**src/rtl/xbtn_debounce_pkg.sv**
```systemverilog
// Shared definitions for the push-button conditioner: state encodings and default sizing.
// The auto-repeat feature is enabled by defining BTN_AUTOREPEAT_EN.
package xbtn_debounce_pkg;

   localparam int unsigned NBtnDefault     = 3;
   localparam int unsigned DebounceDefault = 500000;
   localparam int unsigned CntWDefault     = 20;
   localparam int unsigned HoldDefault     = 25000000;
   localparam int unsigned RepeatDefault   = 5000000;

   typedef enum logic [1:0] {
      StIdle        = 2'd0,
      StPressWait   = 2'd1,
      StPressed     = 2'd2,
      StReleaseWait = 2'd3
   } btn_state_e;

endpackage

```
**src/rtl/xbtn_debounce_chan.sv**
```systemverilog
// One button channel: 2-flop synchroniser, debounce FSM and counter.
// With BTN_AUTOREPEAT_EN defined, a repeat counter adds extra events while held.
module xbtn_debounce_chan
   import xbtn_debounce_pkg::*;
#(
   parameter int unsigned DEBOUNCE_CYCLES = DebounceDefault,
   parameter int unsigned CNT_W           = CntWDefault,
   parameter int unsigned HOLD_CYCLES     = HoldDefault,
   parameter int unsigned REPEAT_CYCLES   = RepeatDefault
) (
   input  logic clk,
   input  logic rst,
   input  logic pshbtn,
   output logic lvl,
   output logic press_evt
);

   // The wait state is left on the edge where the count reaches DEBOUNCE_CYCLES-1,
   // so the decision is taken while the count still holds DEBOUNCE_CYCLES-2.
   localparam logic [CNT_W-1:0] CntLast = CNT_W'(DEBOUNCE_CYCLES - 2);

   logic             sync1_q, sync2_q;
   btn_state_e       state_q, state_d;
   logic [CNT_W-1:0] cnt_q, cnt_d;
   logic             lvl_q, lvl_d;
   logic             fsm_evt;

   always_comb begin
      state_d = state_q;
      cnt_d   = cnt_q;
      fsm_evt = 1'b0;
      unique case (state_q)
         StIdle: begin
            if (sync2_q) begin
               state_d = StPressWait;
               cnt_d   = '0;
            end
         end
         StPressWait: begin
            if (!sync2_q) begin
               state_d = StIdle;
            end else begin
               cnt_d = cnt_q + 1'b1;
               if (cnt_q == CntLast) begin
                  state_d = StPressed;
                  fsm_evt = 1'b1;
               end
            end
         end
         StPressed: begin
            if (!sync2_q) begin
               state_d = StReleaseWait;
               cnt_d   = '0;
            end
         end
         StReleaseWait: begin
            if (sync2_q) begin
               state_d = StPressed;
            end else begin
               cnt_d = cnt_q + 1'b1;
               if (cnt_q == CntLast) state_d = StIdle;
            end
         end
         default: state_d = StIdle;
      endcase
      lvl_d = (state_d == StPressed) || (state_d == StReleaseWait);
   end

`ifdef BTN_AUTOREPEAT_EN
   localparam int unsigned RepMax = (HOLD_CYCLES > REPEAT_CYCLES) ? HOLD_CYCLES : REPEAT_CYCLES;
   localparam int unsigned RcntW  = $clog2(RepMax + 1);

   logic [RcntW-1:0] rcnt_q, rcnt_d;
   logic             rep_phase_q, rep_phase_d;
   logic             rep_evt;

   // rep_phase_q: 0 while waiting out the initial hold, 1 once repeating.
   always_comb begin
      rcnt_d      = '0;
      rep_phase_d = 1'b0;
      rep_evt     = 1'b0;
      if (state_q == StPressed) begin
         rep_phase_d = rep_phase_q;
         if (rcnt_q == (rep_phase_q ? RcntW'(REPEAT_CYCLES - 1) : RcntW'(HOLD_CYCLES - 1))) begin
            rep_evt     = 1'b1;
            rep_phase_d = 1'b1;
         end else begin
            rcnt_d = rcnt_q + 1'b1;
         end
      end
   end

   assign press_evt = fsm_evt | rep_evt;
`else
   assign press_evt = fsm_evt;
`endif

   always_ff @(posedge clk or posedge rst) begin
      if (rst) begin
         sync1_q     <= 1'b0;
         sync2_q     <= 1'b0;
         state_q     <= StIdle;
         cnt_q       <= '0;
         lvl_q       <= 1'b0;
`ifdef BTN_AUTOREPEAT_EN
         rcnt_q      <= '0;
         rep_phase_q <= 1'b0;
`endif
      end else begin
         sync1_q     <= pshbtn;
         sync2_q     <= sync1_q;
         state_q     <= state_d;
         cnt_q       <= cnt_d;
         lvl_q       <= lvl_d;
`ifdef BTN_AUTOREPEAT_EN
         rcnt_q      <= rcnt_d;
         rep_phase_q <= rep_phase_d;
`endif
      end
   end

   assign lvl = lvl_q;

endmodule

```
**src/rtl/xbtn_debounce.sv**
```systemverilog
// Push-button conditioner: per-button debounce channels feeding a sticky, read-cleared latch.
// Optional auto-repeat per channel is enabled by defining BTN_AUTOREPEAT_EN.
module xbtn_debounce
   import xbtn_debounce_pkg::*;
#(
   parameter int unsigned N_BTN           = NBtnDefault,
   parameter int unsigned DEBOUNCE_CYCLES = DebounceDefault,
   parameter int unsigned CNT_W           = CntWDefault,
   parameter int unsigned HOLD_CYCLES     = HoldDefault,
   parameter int unsigned REPEAT_CYCLES   = RepeatDefault
) (
   input  logic             clk,
   input  logic             rst,
   input  logic [N_BTN-1:0] pshbtn,
   input  logic             sel,
   input  logic             we,
   output logic [N_BTN-1:0] btn_rd,
   output logic [N_BTN-1:0] btn_lvl,
   output logic             btn_irq
);

   logic [N_BTN-1:0] press_evt;
   logic [N_BTN-1:0] btn_rd_q, btn_rd_d;
   logic             rd_clr;

   for (genvar i = 0; i < N_BTN; i++) begin : g_chan
      xbtn_debounce_chan #(
         .DEBOUNCE_CYCLES(DEBOUNCE_CYCLES),
         .CNT_W          (CNT_W),
         .HOLD_CYCLES    (HOLD_CYCLES),
         .REPEAT_CYCLES  (REPEAT_CYCLES)
      ) u_chan (
         .clk      (clk),
         .rst      (rst),
         .pshbtn   (pshbtn[i]),
         .lvl      (btn_lvl[i]),
         .press_evt(press_evt[i])
      );
   end

   // A new event outranks a concurrent read-clear on its own bit.
   always_comb begin
      rd_clr   = sel & ~we;
      btn_rd_d = (rd_clr ? '0 : btn_rd_q) | press_evt;
   end

   always_ff @(posedge clk or posedge rst) begin
      if (rst) btn_rd_q <= '0;
      else     btn_rd_q <= btn_rd_d;
   end

   assign btn_rd  = btn_rd_q;
   assign btn_irq = |btn_rd_q;

endmodule

```
**config.mk**
```make
export PLATFORM = sky130hd
export DESIGN_NAME = xbtn_debounce
export DESIGN_NICKNAME = d
export VERILOG_FILES = /design/src/rtl/xbtn_debounce_pkg.sv /design/src/rtl/xbtn_debounce_chan.sv /design/src/rtl/xbtn_debounce.sv
export SDC_FILE = /design/constraint.sdc
export NUM_CORES = 1
export LEC_CHECK = 0
export BUFFER_PORTS_ARGS = -buffer_cell sky130_fd_sc_hd__buf_2
export CORE_ASPECT_RATIO = 1.2
export CORE_MARGIN = 3
export CORE_UTILIZATION = 31
export DETAILED_ROUTE_END_ITERATION = 12
export PLACE_DENSITY = 0.48
export SLEW_MARGIN = 0
export SYNTH_ARGS = -nofsm -noshare
export SYNTH_HDL_FRONTEND = slang
export SYNTH_HIERARCHICAL = 1
export SYNTH_SLANG_ARGS = --single-unit
```
**constraint.sdc**
```tcl
create_clock -name clk -period 4.4 [get_ports clk]
set_input_delay 0.88 -clock clk [delete_from_list [all_inputs] [get_ports clk]]
set_output_delay 0.88 -clock clk [all_outputs]
set_load 0.02 [all_outputs]
```
==> impl_metrics.toml <==
[sta]
timing_hold_violations_final = 0
rsz0062_at_grt = "false"
period_needed_ns = 2.35
tightest_slew_ns = 1.00
finalMaxSlewViolations = 0
relSlewSlack = 0.330
setup_viol = 0
skew_ns = 0.00521
max_freq_mhz = 425
period_share = 0.535
setup_tns_ns = 0

[final_layout]
drive_gt1_frac = 0.0878
antennaDiodeCount = 0
fill_cells = 1184
final_nets = 418
area_growth_syn_to_layout_pct = 12.7

[global_route]
grt_overflow = 0
antenna_found_initial = 0
grt_pass1_wl_um = 14300
grt_max_degree = 25
gr-usage-all-layers = 0.132
grt_pass1_vias = 2857

[critical_path]
critical_path_required_ns = 4.67
cp_max_fo = 15
cp-end-kind = "register"
crit_type = "reg -> reg"
startpoint_type = "register"
cp.arrival_ns = 2.62
reg2regPathDepth = 4

[clock_network]
clkLatencyLatePin_ns = 0.33
cts_setup_buffers = 0
clockBufferDepth = 2
post_cts_resized = 0
postCtsHoldBufs = 0
htree_levels = 3
root_buffer = "clkbuf_16"
clkTransAtPathRegs_ns = 0.06
numCtsBuffers = 9
cts_tree = "done"
clock_sinks = 75

[power]
p_total_mw = 1.49
p_sw_mw = 0.363
peakVddDrop_mv = 0.184
p_seq_frac = 0.487
p_leak_nw = 1.78
p_clk_frac = 0.468
power_density_nw_per_um2 = 347
p_int_mw = 1.12
switching_share = 0.244
combPwrFrac = 0.045

[die]
rows = 43
top_level_ports = 14
design.core.area_um2 = 11800
dieArea_um2 = 13600
die_w_um = 107
start_util = 0.323
die_y_um = 127

[logic_synthesis]
synth_top_cell_by_area = "dfrtp_1"
syn_avg_cell_area_um2 = 9.61
synthAdderAreaFrac = 0.0197
async_flop_share = 1.00
synthSimpleGateAreaFrac = 0.286
synth_edf_count = 0
synthTopCellsByArea = "dfrtp_1 49%, nand3_1 3.9%, or3_1 3.6%"
yosysWarnings = 6
syn_nets = 409
synth_top_area_share = 0.493
synth_top_family_by_area = "simple AND/OR/NAND/NOR gates"
synthXorXnorAreaFrac = 0.0552
synth.distinct_cells = 32
syn_inst = 396
syn-cell-area_um2 = 3800
synth_flop_cell = "dfrtp_1"
ys_seq_area_frac = 0.493
synth_mux_area_frac = 0.00888
synth_compound_area_frac = 0.111
synth_seq_cells = 75

[detailed_routing]
avgViaCountPerCell = 5.24
remaining_drc_errors = 0
dr_total_vias = 2970
wire_per_inst_um = 14.7
drt_wl_total_um = 8350
drt_iter0_drc = 94
ant_nets = 0
dr.pass1.iters = 4

[min_path]
min_path_type = "reg -> reg"
min_path_cells = 0

[placed_design]
io_buffers = 13
dp_hpwl_um = 5830
gp_congestion = 0.776

[flow_run]
max_cap_violations = 0

[status]
outcome = "finished, final reports clean"
-- placed cells by master, fill, tap and decap left out, types with 6 or more instances in the layout --
master / netlist / routed
a21o_1: 8 / 8
a21oi_1: 21 / 21
and4_1: 6 / 6
buf_2: 3 / 13
clkbuf_16: 0 / 9
dfrtp_1: 75 / 75
ha_1: 6 / 6
inv_1: 10 / 10
nand2_1: 36 / 36
nand3_1: 30 / 30
nand4_1: 18 / 18
nor2_1: 27 / 27
nor4_1: 6 / 6
nor4b_1: 9 / 9
o211ai_1: 6 / 6
o21ai_0: 27 / 27
o31ai_1: 9 / 9
or3_1: 22 / 22
or4_1: 12 / 12
xnor2_1: 12 / 12
xor2_1: 12 / 12
-- synth_stat cells, types with 8 or more instances --
master	n
o31ai_1	9
nand3_1	30
xor2_1	12
inv_1	10
or4_1	12
o21ai_0	27
nand4_1	18
nor4b_1	9
nor2_1	27
a21o_1	8
xnor2_1	12
nand2_1	36
a21oi_1	21
clkbuf_1	12
or3_1	22
dfrtp_1	75
-- power groups by stage --
stage / Combinational (mW) / Sequential [mW] / Clock, mW
floorplan: 0.0527 / 0.730 / 0
detailed placement: 0.0683 / 0.737 / 0
finish: 0.0665 / 0.725 / 0.697
CTS: 0.0690 / 0.724 / 0.720
global placement: 0.0677 / 0.736 / 0
global route: 0.0780 / 0.728 / 0.755
-- critical path: stages (launching register included) --
cell and delay [ns]:
dfrtp_1 0.43, xnor2_1 0.71, nor2_1 0.46, or4_1 0.61, nand2_1 0.08
-- per-stage QoR --
step	util	hold WS, ns	instances	setup slack (ns)	cell area [µm²]
finish	0.364	0.341	567	2.05	4290
global route	0.364	0.350	567	1.81	4290
CTS	0.364	0.342	567	2.00	4290
detailed placement	0.340	0.337	551	2.03	4010
global placement	0.340	0.333	551	2.08	4010
floorplan	-	0.331	396	2.31	3800
-- logic make-up (layout without fill, tap and decap cells) --
group	after synthesis	after routing
AOI/OAI and AO/OA	72	72
adders and majority gates	6	6
xor gates and xnor gates	24	24
and+or+nand+nor	191	191
muxes	3	3
buffers and inverters	25	39
DFF	75	75
-- registers in the layout (all words and copies together) (netlist names) --
name,count
g_chan.u_chan/lvl,3
g_chan.u_chan/sync1_q,3
g_chan.u_chan/cnt_q,60
g_chan.u_chan/sync2_q,3
btn_rd,3
g_chan.u_chan/state_q,3
-- layer usage --
metal	wire length, µm	GRT usage
met1	4140	0.178
met2	3820	0.203
met3	252	0.0394
met5	0	0
met4	143	0.0421
-- layout make-up --
class | count | area (µm²) | share of cell area
sequential | 75 | 1880 | 0.438
clock inverter | 5 | 37.5 | 0.00876
timing repair buffer | 13 | 65.1 | 0.0152
tap | 157 | 196 | 0.0458
multi-input combinational | 296 | 1830 | 0.427
clock buffer | 11 | 243 | 0.0566
inverter | 10 | 37.5 | 0.00876
-- worst paths after layout --
check | from | slack (ns) | end
hold / removal | g_chan[0].u_chan/sync1_q$_DFF_PP0_ | 0.34 | g_chan[0].u_chan/sync2_q$_DFF_PP0_
setup / recovery | g_chan[1].u_chan/lvl$_DFF_PP0_ | 2.05 | g_chan[1].u_chan/cnt_q[13]$_DFFE_PP0P_
hold reg to reg | g_chan[0].u_chan/sync1_q$_DFF_PP0_ | 0.34 | g_chan[0].u_chan/sync2_q$_DFF_PP0_
min in group asynchronous | rst | 0.45 | btn_rd[0]$_DFF_PP0_
setup reg to reg | g_chan[1].u_chan/lvl$_DFF_PP0_ | 2.05 | g_chan[1].u_chan/cnt_q[13]$_DFFE_PP0P_
max in group asynchronous | rst | 3.01 | g_chan[0].u_chan/cnt_q[1]$_DFFE_PP0P_
Note: power is estimated with default switching activity, not from simulation.
